--- src/rtl/pll_cfg_pkg.sv ---
// Shared state encoding, field widths and default mode table for the PLL mode sequencer.
// Mode entry layout (LSB first): RATIO0..RATIO[NUM_CH-1], RATIOI, RATIOF, RATIO_W bits each.
package pll_cfg_pkg;

    typedef enum logic [1:0] {
        RST_ASSERT = 2'd0,
        WAIT_LOCK  = 2'd1,
        LOCKED     = 2'd2,
        ERR        = 2'd3
    } state_t;

    localparam int RATIO_W       = 10;
    localparam int DEF_NUM_CH    = 2;
    localparam int DEF_NUM_MODES = 2;

    function automatic int mode_w(input int num_ch);
        return (num_ch + 2) * RATIO_W;
    endfunction

    // Fields 0..num_ch-1 are output ratios, num_ch is RATIOI, num_ch+1 is RATIOF.
    function automatic int field_off(input int num_ch, input int mode, input int field);
        return mode * mode_w(num_ch) + field * RATIO_W;
    endfunction

    // One spare code beyond the last mode so an out-of-range request is encodable.
    function automatic int sel_w(input int num_modes);
        return $clog2(num_modes + 1);
    endfunction

    function automatic int idx_w(input int num_modes);
        return (num_modes > 1) ? $clog2(num_modes) : 1;
    endfunction

    localparam logic [DEF_NUM_MODES*(DEF_NUM_CH+2)*RATIO_W-1:0] DEFAULT_MODE_TABLE = {
        10'd60, 10'd4, 10'd20,  10'd4,
        10'd95, 10'd4, 10'd119, 10'd8
    };

endpackage

--- src/rtl/pll_mode_ctrl_if.sv ---
// Mode-change request handshake between a requester and the PLL mode sequencer.
// A request is taken on any cycle where mode_req_valid and mode_req_ready are both high.
interface pll_mode_ctrl_if
    import pll_cfg_pkg::*;
#(
    parameter int SEL_W = sel_w(DEF_NUM_MODES)
);

    logic             mode_req_valid;
    logic             mode_req_ready;
    logic [SEL_W-1:0] mode_sel;

    modport master (
        output mode_req_valid,
        output mode_sel,
        input  mode_req_ready
    );

    modport slave (
        input  mode_req_valid,
        input  mode_sel,
        output mode_req_ready
    );

endinterface

--- src/rtl/pll_lock_sync.sv ---
// Two-flop synchroniser for the asynchronous PLL lock flag; 2-cycle latency, resets to 0.
module pll_lock_sync (
    input  logic clk,
    input  logic rst_n,
    input  logic lock_raw,
    output logic lock_s
);

    logic lock_meta;

    always_ff @(posedge clk or negedge rst_n) begin
        if (!rst_n) begin
            lock_meta <= 1'b0;
            lock_s    <= 1'b0;
        end else begin
            lock_meta <= lock_raw;
            lock_s    <= lock_meta;
        end
    end

endmodule

--- src/rtl/pll_mode_ctrl.sv ---
// Run-time PLL mode sequencer: reset, ratio load, lock wait, lock monitor, bounded retry.
// Ratios/cur_mode update the cycle after an accepted request; optional PLL_MODE_CTRL_GLITCH_GATE_EN gates outputs.
module pll_mode_ctrl
    import pll_cfg_pkg::*;
#(
    parameter int                                     NUM_CH       = DEF_NUM_CH,
    parameter int                                     NUM_MODES    = DEF_NUM_MODES,
    parameter logic [NUM_MODES*mode_w(NUM_CH)-1:0]    MODE_TABLE   = DEFAULT_MODE_TABLE,
    parameter int                                     RST_CYCLES   = 16,
    parameter int                                     LOCK_TIMEOUT = 65536,
    parameter int                                     MAX_RETRY    = 3
) (
    input  logic                            sys_clk,
    input  logic                            sys_rst_n,
    pll_mode_ctrl_if.slave                  req,
    input  logic                            pll_lock_in,
    output logic                            pll_rst,
    output logic                            pll_pwd,
    output logic [RATIO_W-1:0]              ratio_i,
    output logic [RATIO_W-1:0]              ratio_f,
    output logic [NUM_CH*RATIO_W-1:0]       ratio_o,
    output logic [NUM_CH*RATIO_W-1:0]       duty_o,
    output logic [NUM_CH-1:0]               clk_gate,
    output logic [idx_w(NUM_MODES)-1:0]     cur_mode,
    output logic                            locked,
    output logic                            busy,
    output logic                            cfg_err,
    output logic                            pll_err,
    output logic [7:0]                      lost_cnt
);

    localparam int MODE_W  = mode_w(NUM_CH);
    localparam int IDX_W   = idx_w(NUM_MODES);
    localparam int CNT_MAX = (LOCK_TIMEOUT > RST_CYCLES) ? LOCK_TIMEOUT : RST_CYCLES;
    localparam int CNT_W   = $clog2(CNT_MAX) + 1;
    localparam int RETRY_W = $clog2(MAX_RETRY + 1);

    localparam logic [CNT_W-1:0]   RST_LAST   = CNT_W'(RST_CYCLES - 1);
    localparam logic [CNT_W-1:0]   LOCK_LAST  = CNT_W'(LOCK_TIMEOUT - 1);
    localparam logic [RETRY_W-1:0] RETRY_LAST = RETRY_W'(MAX_RETRY - 1);
    localparam logic [MODE_W-1:0]  MODE0_CFG  = MODE_TABLE[MODE_W-1:0];

    state_t               state_q, state_d;
    logic [CNT_W-1:0]     cnt_q, cnt_d;
    logic [RETRY_W-1:0]   retry_q, retry_d;
    logic [MODE_W-1:0]    cfg_q, cfg_d;
    logic [IDX_W-1:0]     mode_q, mode_d;
    logic [7:0]           lost_q, lost_d;
    logic                 cfg_err_q, cfg_err_d;

    logic                 lock_s;
    logic                 accept;
    logic                 sel_ok;
    logic [MODE_W-1:0]    sel_cfg;

    pll_lock_sync u_lock_sync (
        .clk      (sys_clk),
        .rst_n    (sys_rst_n),
        .lock_raw (pll_lock_in),
        .lock_s   (lock_s)
    );

    assign req.mode_req_ready = (state_q == LOCKED) || (state_q == ERR);
    assign accept             = req.mode_req_valid && req.mode_req_ready;
    assign sel_ok             = int'(req.mode_sel) < NUM_MODES;

    // Mux form keeps the table lookup in range even for an illegal mode_sel.
    always_comb begin
        sel_cfg = MODE0_CFG;
        for (int m = 0; m < NUM_MODES; m++) begin
            if (int'(req.mode_sel) == m) begin
                sel_cfg = MODE_TABLE[m*MODE_W +: MODE_W];
            end
        end
    end

    always_comb begin
        state_d   = state_q;
        cnt_d     = cnt_q;
        retry_d   = retry_q;
        cfg_d     = cfg_q;
        mode_d    = mode_q;
        lost_d    = lost_q;
        cfg_err_d = 1'b0;

        unique case (state_q)
            RST_ASSERT: begin
                if (cnt_q == RST_LAST) begin
                    state_d = WAIT_LOCK;
                    cnt_d   = '0;
                end else begin
                    cnt_d = cnt_q + CNT_W'(1);
                end
            end
            WAIT_LOCK: begin
                if (lock_s) begin
                    state_d = LOCKED;
                    cnt_d   = '0;
                    retry_d = '0;
                end else if (cnt_q == LOCK_LAST) begin
                    cnt_d   = '0;
                    retry_d = retry_q + RETRY_W'(1);
                    state_d = (retry_q == RETRY_LAST) ? ERR : RST_ASSERT;
                end else begin
                    cnt_d = cnt_q + CNT_W'(1);
                end
            end
            LOCKED: begin
                if (!lock_s) begin
                    if (lost_q != 8'hFF) begin
                        lost_d = lost_q + 8'd1;
                    end
                    state_d = RST_ASSERT;
                    cnt_d   = '0;
                    retry_d = '0;
                end
            end
            ERR: begin
                state_d = ERR;
            end
            default: begin
                state_d = RST_ASSERT;
                cnt_d   = '0;
            end
        endcase

        // A legal request overrides whatever the lock monitor decided this cycle.
        if (accept) begin
            if (sel_ok) begin
                state_d = RST_ASSERT;
                cnt_d   = '0;
                retry_d = '0;
                cfg_d   = sel_cfg;
                mode_d  = IDX_W'(req.mode_sel);
            end else begin
                cfg_err_d = 1'b1;
            end
        end
    end

    always_ff @(posedge sys_clk or negedge sys_rst_n) begin
        if (!sys_rst_n) begin
            state_q   <= RST_ASSERT;
            cnt_q     <= '0;
            retry_q   <= '0;
            cfg_q     <= MODE0_CFG;
            mode_q    <= '0;
            lost_q    <= '0;
            cfg_err_q <= 1'b0;
        end else begin
            state_q   <= state_d;
            cnt_q     <= cnt_d;
            retry_q   <= retry_d;
            cfg_q     <= cfg_d;
            mode_q    <= mode_d;
            lost_q    <= lost_d;
            cfg_err_q <= cfg_err_d;
        end
    end

    assign pll_rst  = (state_q == RST_ASSERT) || (state_q == ERR);
    assign pll_pwd  = (state_q == ERR);
    assign pll_err  = (state_q == ERR);
    assign locked   = (state_q == LOCKED);
    assign busy     = (state_q == RST_ASSERT) || (state_q == WAIT_LOCK);
    assign cfg_err  = cfg_err_q;
    assign cur_mode = mode_q;
    assign lost_cnt = lost_q;

    assign ratio_o = cfg_q[NUM_CH*RATIO_W-1:0];
    assign duty_o  = cfg_q[NUM_CH*RATIO_W-1:0];
    assign ratio_i = cfg_q[field_off(NUM_CH, 0, NUM_CH)   +: RATIO_W];
    assign ratio_f = cfg_q[field_off(NUM_CH, 0, NUM_CH+1) +: RATIO_W];

`ifdef PLL_MODE_CTRL_GLITCH_GATE_EN
    localparam logic [6:0] GATE_HOLD = 7'd64;

    logic [6:0] gate_cnt_q;

    always_ff @(posedge sys_clk or negedge sys_rst_n) begin
        if (!sys_rst_n) begin
            gate_cnt_q <= '0;
        end else if (state_q != LOCKED) begin
            gate_cnt_q <= '0;
        end else if (gate_cnt_q != GATE_HOLD) begin
            gate_cnt_q <= gate_cnt_q + 7'd1;
        end
    end

    // Qualified by the current state so the gate closes on the same edge LOCKED is left.
    assign clk_gate = {NUM_CH{(state_q == LOCKED) && (gate_cnt_q == GATE_HOLD)}};
`else
    assign clk_gate = '1;
`endif

endmodule

--- src/flat_wrapper.sv ---
// flat-port wrapper written by rule: the top's interface ports become plain ports
module pll_mode_ctrl_flat import pll_cfg_pkg::*;
#(
    parameter int                                     NUM_CH       = DEF_NUM_CH,
    parameter int                                     NUM_MODES    = DEF_NUM_MODES,
    parameter logic [NUM_MODES*mode_w(NUM_CH)-1:0]    MODE_TABLE   = DEFAULT_MODE_TABLE,
    parameter int                                     RST_CYCLES   = 16,
    parameter int                                     LOCK_TIMEOUT = 65536,
    parameter int                                     MAX_RETRY    = 3
)
  (sys_clk, sys_rst_n, pll_lock_in, pll_rst, pll_pwd, ratio_i, ratio_f, ratio_o, duty_o, clk_gate, cur_mode, locked, busy, cfg_err, pll_err, lost_cnt, req_mode_req_valid, req_mode_sel, req_mode_req_ready);
  pll_mode_ctrl_if #(.SEL_W(2)) req_i ();
  input  logic sys_clk;
  input  logic sys_rst_n;
  input  logic pll_lock_in;
  output logic pll_rst;
  output logic pll_pwd;
  output logic [RATIO_W-1:0] ratio_i;
  output logic [RATIO_W-1:0] ratio_f;
  output logic [NUM_CH*RATIO_W-1:0] ratio_o;
  output logic [NUM_CH*RATIO_W-1:0] duty_o;
  output logic [NUM_CH-1:0] clk_gate;
  output logic [idx_w(NUM_MODES)-1:0] cur_mode;
  output logic locked;
  output logic busy;
  output logic cfg_err;
  output logic pll_err;
  output logic [7:0] lost_cnt;
  input wire logic [$bits(req_i.mode_req_valid)-1:0] req_mode_req_valid;
  input wire logic [$bits(req_i.mode_sel)-1:0] req_mode_sel;
  output wire logic [$bits(req_i.mode_req_ready)-1:0] req_mode_req_ready;
  assign req_i.mode_req_valid = req_mode_req_valid;
  assign req_i.mode_sel = req_mode_sel;
  assign req_mode_req_ready = req_i.mode_req_ready;
  pll_mode_ctrl #(.NUM_CH(NUM_CH), .NUM_MODES(NUM_MODES), .MODE_TABLE(MODE_TABLE), .RST_CYCLES(RST_CYCLES), .LOCK_TIMEOUT(LOCK_TIMEOUT), .MAX_RETRY(MAX_RETRY)) u_core (.sys_clk(sys_clk), .sys_rst_n(sys_rst_n), .req(req_i), .pll_lock_in(pll_lock_in), .pll_rst(pll_rst), .pll_pwd(pll_pwd), .ratio_i(ratio_i), .ratio_f(ratio_f), .ratio_o(ratio_o), .duty_o(duty_o), .clk_gate(clk_gate), .cur_mode(cur_mode), .locked(locked), .busy(busy), .cfg_err(cfg_err), .pll_err(pll_err), .lost_cnt(lost_cnt));
endmodule
--- config.mk ---
export PLATFORM = sky130hd
export DESIGN_NAME = pll_mode_ctrl_flat
export DESIGN_NICKNAME = d
export VERILOG_FILES = /design/src/rtl/pll_cfg_pkg.sv /design/src/rtl/pll_mode_ctrl_if.sv /design/src/rtl/pll_lock_sync.sv /design/src/rtl/pll_mode_ctrl.sv /design/src/flat_wrapper.sv
export SDC_FILE = /design/constraint.sdc
export NUM_CORES = 1
export LEC_CHECK = 0
export BUFFER_PORTS_ARGS = -buffer_cell sky130_fd_sc_hd__clkbuf_2
export CAP_MARGIN = 10
export CORE_MARGIN = 1
export CORE_UTILIZATION = 52
export CTS_BUF_LIST = sky130_fd_sc_hd__clkbuf_8
export DETAILED_ROUTE_END_ITERATION = 8
export PLACE_DENSITY = 0.82
export SLEW_MARGIN = 20
export SYNTH_ARGS = -nofsm -noshare
export SYNTH_HDL_FRONTEND = slang
export SYNTH_SLANG_ARGS = --single-unit
--- constraint.sdc ---
create_clock -name sys_clk -period 3.7 [get_ports sys_clk]
set_input_delay 0 -clock sys_clk [delete_from_list [all_inputs] [get_ports sys_clk]]
set_output_delay 0 -clock sys_clk [all_outputs]
set_load 0.01 [all_outputs]
**Yosys cells after proc, flatten, opt, wreduce, memory -nomap -nowiden**

Index checks and enable logic that the tools add are counted.

- Register bits after elaboration: 73
- Bits of input ports: 6
- Output and inout bits: 78
- Logic and storage cells: 53

- Add/sub/neg operators: 3
- Order comparisons: 1
- Equality and inequality tests: 8
- Multiplexer cells: 24
- Bitwise logic cells: 1
- Reductions and logical operators: 7

Operator list:

| operator | count |
|---|---|
| two-way mux 17 bit | 6 |
| case mux 17 bit (3 select lines) | 1 |
| two-way mux 37 bit | 1 |
| two-way mux 2 bit | 12 |
| adder 17 x 1 -> 17 bit, second input constant | 1 |
| equality test 17 x 16 -> 1 bit, second input constant | 1 |
| equality test 17 x 4 -> 1 bit, second input constant | 1 |
| adder 8 x 1 -> 8 bit, second input constant | 1 |
| equality test 2 bit, second input constant | 4 |
| inequality test 8 bit, second input constant | 1 |
| case mux 2 bit (4 select lines) | 1 |
| case mux 2 bit (2 select lines) | 1 |
| logical OR 1 bit | 3 |
| AND reduction 3 bit | 1 |
| adder 2 x 1 -> 2 bit, second input constant | 1 |
| equality test 2 x 1 -> 1 bit, second input constant | 1 |
| logical NOT 2 bit | 1 |
| less-than comparator 2 bit, second input constant | 1 |
| two-way mux 1 bit | 2 |
| AND reduction 2 bit | 1 |
| logical AND 1 bit | 1 |
| inverter 1 bit | 1 |

**Depth between registers and ports, before layout**

- Depth in word-level cells: 7
- Depth in mapped cells: 12
- Gate-level depth less buffers: 10

**Cells and area by module**

Synthesis repeated with hierarchy kept, for this count alone.

- Cell total of the unflattened synthesis: 269
- Area total of the unflattened synthesis: 2496.1 µm²

Modules (own cells, without submodules):

| module | instances | cells an instance | area each (µm²) | sequential area each (µm²) |
|---|---|---|---|---|
| pll_mode_ctrl | 1 | 267 | 2446.1 | 827.0 |
| pll_lock_sync | 1 | 2 | 50.0 | 50.0 |

**Least setup slack after synthesis**

Ideal clock, no wire load.

- Kind: flip-flop to flip-flop
- Start point: register u_core.cnt_q[0]
- End point: register u_core.cnt_q[14]
- Setup time: 0.082 ns
- Arrival time: 2.594 ns
- Required time: 3.618 ns
- Slack: 1.025 ns
- Stages on the path, launching flop included: 12
- Buffers on the path: 1
- Clock period less this slack: 2.675 ns
- Path through: dfrtp_1 ha_1 and3_4 and4_1 buf_2 and3_1 ha_1 nor3b_4 o22ai_2 a21oi_4 or3b_1 a31oi_1

- Longest elaborated chain between the ends: 6
- Elaborated cells on any way between the ends: 9
- Those cells by class: add/sub (1); eq/ne (2); mux (6)

Ends and longest elaborated chain:

| item | RTL line | RTL |
|---|---|---|
| from (decl) | pll_mode_ctrl.sv:44 | `logic [CNT_W-1:0] cnt_q, cnt_d;` |
| from (signal assigned) | pll_mode_ctrl.sv:152 | `cnt_q <= cnt_d;` |
| adder 17 x 1 -> 17 bit / equality test 17 x 16 -> 1 bit (equally long branches) | pll_mode_ctrl.sv:92, pll_mode_ctrl.sv:105, pll_mode_ctrl.sv:100 |  |
| two-way mux 17 bit | pll_mode_ctrl.sv:100 | `end else if (cnt_q == LOCK_LAST) begin` |
| two-way mux 17 bit | pll_mode_ctrl.sv:96 | `if (lock_s) begin` |
| case mux 17 bit (3 select lines) (*) | pll_mode_ctrl.sv:86 | `unique case (state_q)` |
| two-way mux 17 bit | pll_mode_ctrl.sv:129 | `if (sel_ok) begin` |
| two-way mux 17 bit (*) | pll_mode_ctrl.sv:128 | `if (accept) begin` |
| named net u_core.cnt_d[14] | pll_mode_ctrl.sv:44 |  |

Mark *: on every way through the listed nets, which the timed path passes. The rest lies on a longest branch.
A chain may end at the register's enable or synchronous reset.

**Final worst setup path**

- Start point: register u_core.cnt_q[0]
- End point: register u_core.cnt_q[11]

Same word-level chain as after synthesis.

==> impl_metrics.json <==
{
  "hpwlAfterDp_mm": 3.27,
  "hold_viol_final": 0,
  "yosys-top-cells-area": "dfrtp_1 34%, buf_4 18%, ha_1 5.5%",
  "ys_seq_elements": 35,
  "die-area_sq_um": 5100,
  "min_period_over_period_pct": 81.6,
  "synth_cells": 267,
  "cp-start-kind": "register",
  "async_reset_ff_share_pct": 100,
  "power.switching_mw": 0.630,
  "final_nets": 312,
  "status": "finished clean",
  "cp-end-kind": "register",
  "initial_core_util_pct": 55.7,
  "wl_per_cell_microns": 12.9,
  "drive_gt1_share_pct": 21.0,
  "rsz0062_at_grt": "false",
  "viasPerCell": 5.35,
  "cts_max_level": 2,
  "setup_tns_ns": 0,
  "clock_latency_ns": 0.29,
  "slew_viol_final": 0,
  "gr-max-usage-layer": "met2",
  "synthToLayoutAreaGrowth_pct": 2.69,
  "diodes": 0,
  "use_met2_pct": 27.7,
  "clkPwrFrac_pct": 18.5,
  "routed_wl_mm": 4.47,
  "final_common_cell": "conb_1",
  "syn_area_sq_um": 2510,
  "io_pins": 84,
  "grtUsageMet3_pct": 5.49,
  "finalSetupViolations": 0,
  "p_total_mw": 1.51,
  "cts_buffers": 5,
  "firstDrtPassIters": 4,
  "io_buffers": 37,
  "ir_drop_mv": 0.279,
  "hp-class": "in2async",
  "rows": 24,
  "regToRegSetupSlack_ns": 0.68,
  "internal_power_mw": 0.877,
  "gp_congestion": 0.844,
  "worstRegToRegCells": 11,
  "yosys_warnings": 0,
  "synth_top_area_share_pct": 33.9,
  "synth_top_area_cell": "dfrtp_1",
  "grt_max_degree": 36,
  "drtIter0Drc": 186,
  "synth_cell_type_count": 53,
  "clkTransAtPathRegs_ns": 0.07,
  "post_cts_resized": 0,
  "fp.coreArea_sq_um": 4500,
  "clk_path_buf_depth": 2,
  "grt_pass1_vias": 1545,
  "cp.required_ns": 3.90,
  "synth-edff-count": 0,
  "cts-root-buf": "clkbuf_8",
  "numClockSinks": 35,
  "fin_skew_ns": 0.00455,
  "powerDensity_nw_per_um2": 585,
  "dieWidth_microns": 71.4,
  "grt_use_total_pct": 17.8,
  "synth_seq_area_share_pct": 35.0,
  "max_slew.worst_pin.slew_ns": 0.857,
  "max_cap_violations": 0,
  "vias": 1855,
  "antenna_found_initial": 0,
  "overflow": 0,
  "use_met1_pct": 24.0,
  "ant_nets": 0,
  "path_max_fanout": 16,
  "syn_area_per_cell_sq_um": 9.39,
  "drc": 0,
  "die_h_microns": 71.4,
  "seq_power_share_pct": 35.6,
  "min_period_ns": 3.02,
  "cp.arrival_ns": 3.22,
  "synth_top_flop_cell": "dfrtp_1",
  "crit_type": "reg2reg",
  "cts_tree": "done",
  "grt_pass1_wl_mm": 7.02,
  "p_comb_share_pct": 45.9,
  "leakagePower_nw": 1.28,
  "final_cell_mix": "46 x conb_1, 37 x clkbuf_2, 34 x dfrtp_1",
  "slew_headroom_pct": 42.9,
  "fmaxAchievable_mhz": 331,
  "postCtsSetupRepairBufs": 0,
  "swShare_pct": 41.8
}
worst paths after layout:
path | from | endpoint
worst max-delay path | u_core.cnt_q[0] | u_core.cnt_q[11]
worst min-delay path | sys_rst_n | u_core.cnt_q[7]
worst max register to register | u_core.cnt_q[0] | u_core.cnt_q[11]
worst min register to register | u_core.u_lock_sync.lock_meta | u_core.u_lock_sync.lock_s
max in group asynchronous | sys_rst_n | u_core.cnt_q[3]
min in group sys_clk | u_core.u_lock_sync.lock_meta | u_core.u_lock_sync.lock_s
cell usage after synthesis (all sizes together), types with 3 or more instances:
library cell and instances:
xnor2 5, nor3b 3, nand4 8, and4 4, dfrtp 34, buf 64, o22ai 5, or2b 3
a21oi 3, nand2 23, nand3 7, or2 3, a31oi 19, o21ai 8, and3 10, nor3 4
nor2 7, inv 14, ha 11
cells by family after synthesis:
group | share of synthesized area (%)
AND/OR/NAND/NOR | 19.5
AO/OA/AOI/OAI | 14.3
flip-flops | 35.0
XOR/XNOR | 2.45
adder cells (fa/ha/maj) | 5.49
buffers and inverters | 21.8
multiplexers | 1.25
other | 0.300
critical path, stage by stage (launching register included):
cell and delay (ns):
dfrtp_1 0.42, ha_1 0.25, and3_4 0.21, and4_1 0.28, and3_1 0.24, ha_1 0.22, nor3b_4 0.25, o22ai_2 0.15
a21oi_4 0.35, buf_4 0.25, a41oi_2 0.12, a31oi_1 0.19
state kept, by name (all words and copies together) (netlist names):
signal                        cells
u_core.lost_cnt                   8
u_core.cfg_err                    1
u_core.state_q                    2
u_core.u_lock_sync.lock_meta      1
u_core.cfg_q                      2
u_core.u_lock_sync.lock_s         1
u_core.cur_mode                   1
u_core.retry_q                    2
u_core.cnt_q                     17
layer usage:
metal | share of wire [%] | up-vias
li1 | - | 885
met1 | 44 | 891
met2 | 49 | 75
met3 | 6.0 | 4
met4 | 0.76 | 0
met5 | 0 | -
timing repair:
action	CTS	global route
endpoints found under the setup margin	0	0
hold buffers	5	0
endpoints found under the hold margin	39	0
stage by stage:
stage | instances | hold WS, ns | setup slack (ns) | util, % | instance area, sq um
detailed placement | 335 | 0.111 | 0.726 | 54.1 | 2440
finish | 347 | 0.359 | 0.681 | 57.2 | 2570
global placement | 335 | 0.111 | 0.839 | 54.1 | 2440
global route | 347 | 0.356 | 0.506 | 57.2 | 2570
CTS | 347 | 0.350 | 0.699 | 57.2 | 2570
floorplan | 311 | -0.296 | 1.02 | - | 2670
power by group through the flow:
stage / combinational [mW] / sequential [mW] / clock, mW
5_1_grt: 0.765 / 0.552 / 0.303
2_1_floorplan: 0.615 / 0.547 / 0
6_report: 0.692 / 0.537 / 0.278
4_1_cts: 0.691 / 0.537 / 0.286
3_3_place_gp: 0.676 / 0.539 / 0
3_5_place_dp: 0.685 / 0.545 / 0
area by class of cell:
cell class	count	area (sq um)
Clock buffer	6	82.6
Clock inverter	1	5.00
Fill cell	394	1930
Inverter	14	52.6
Multi-Input combinational cell	196	1250
Sequential cell	35	877
Tap cell	52	65.1
Timing Repair Buffer	43	243
No activity file was read; power rests on OpenSTA's default activity.
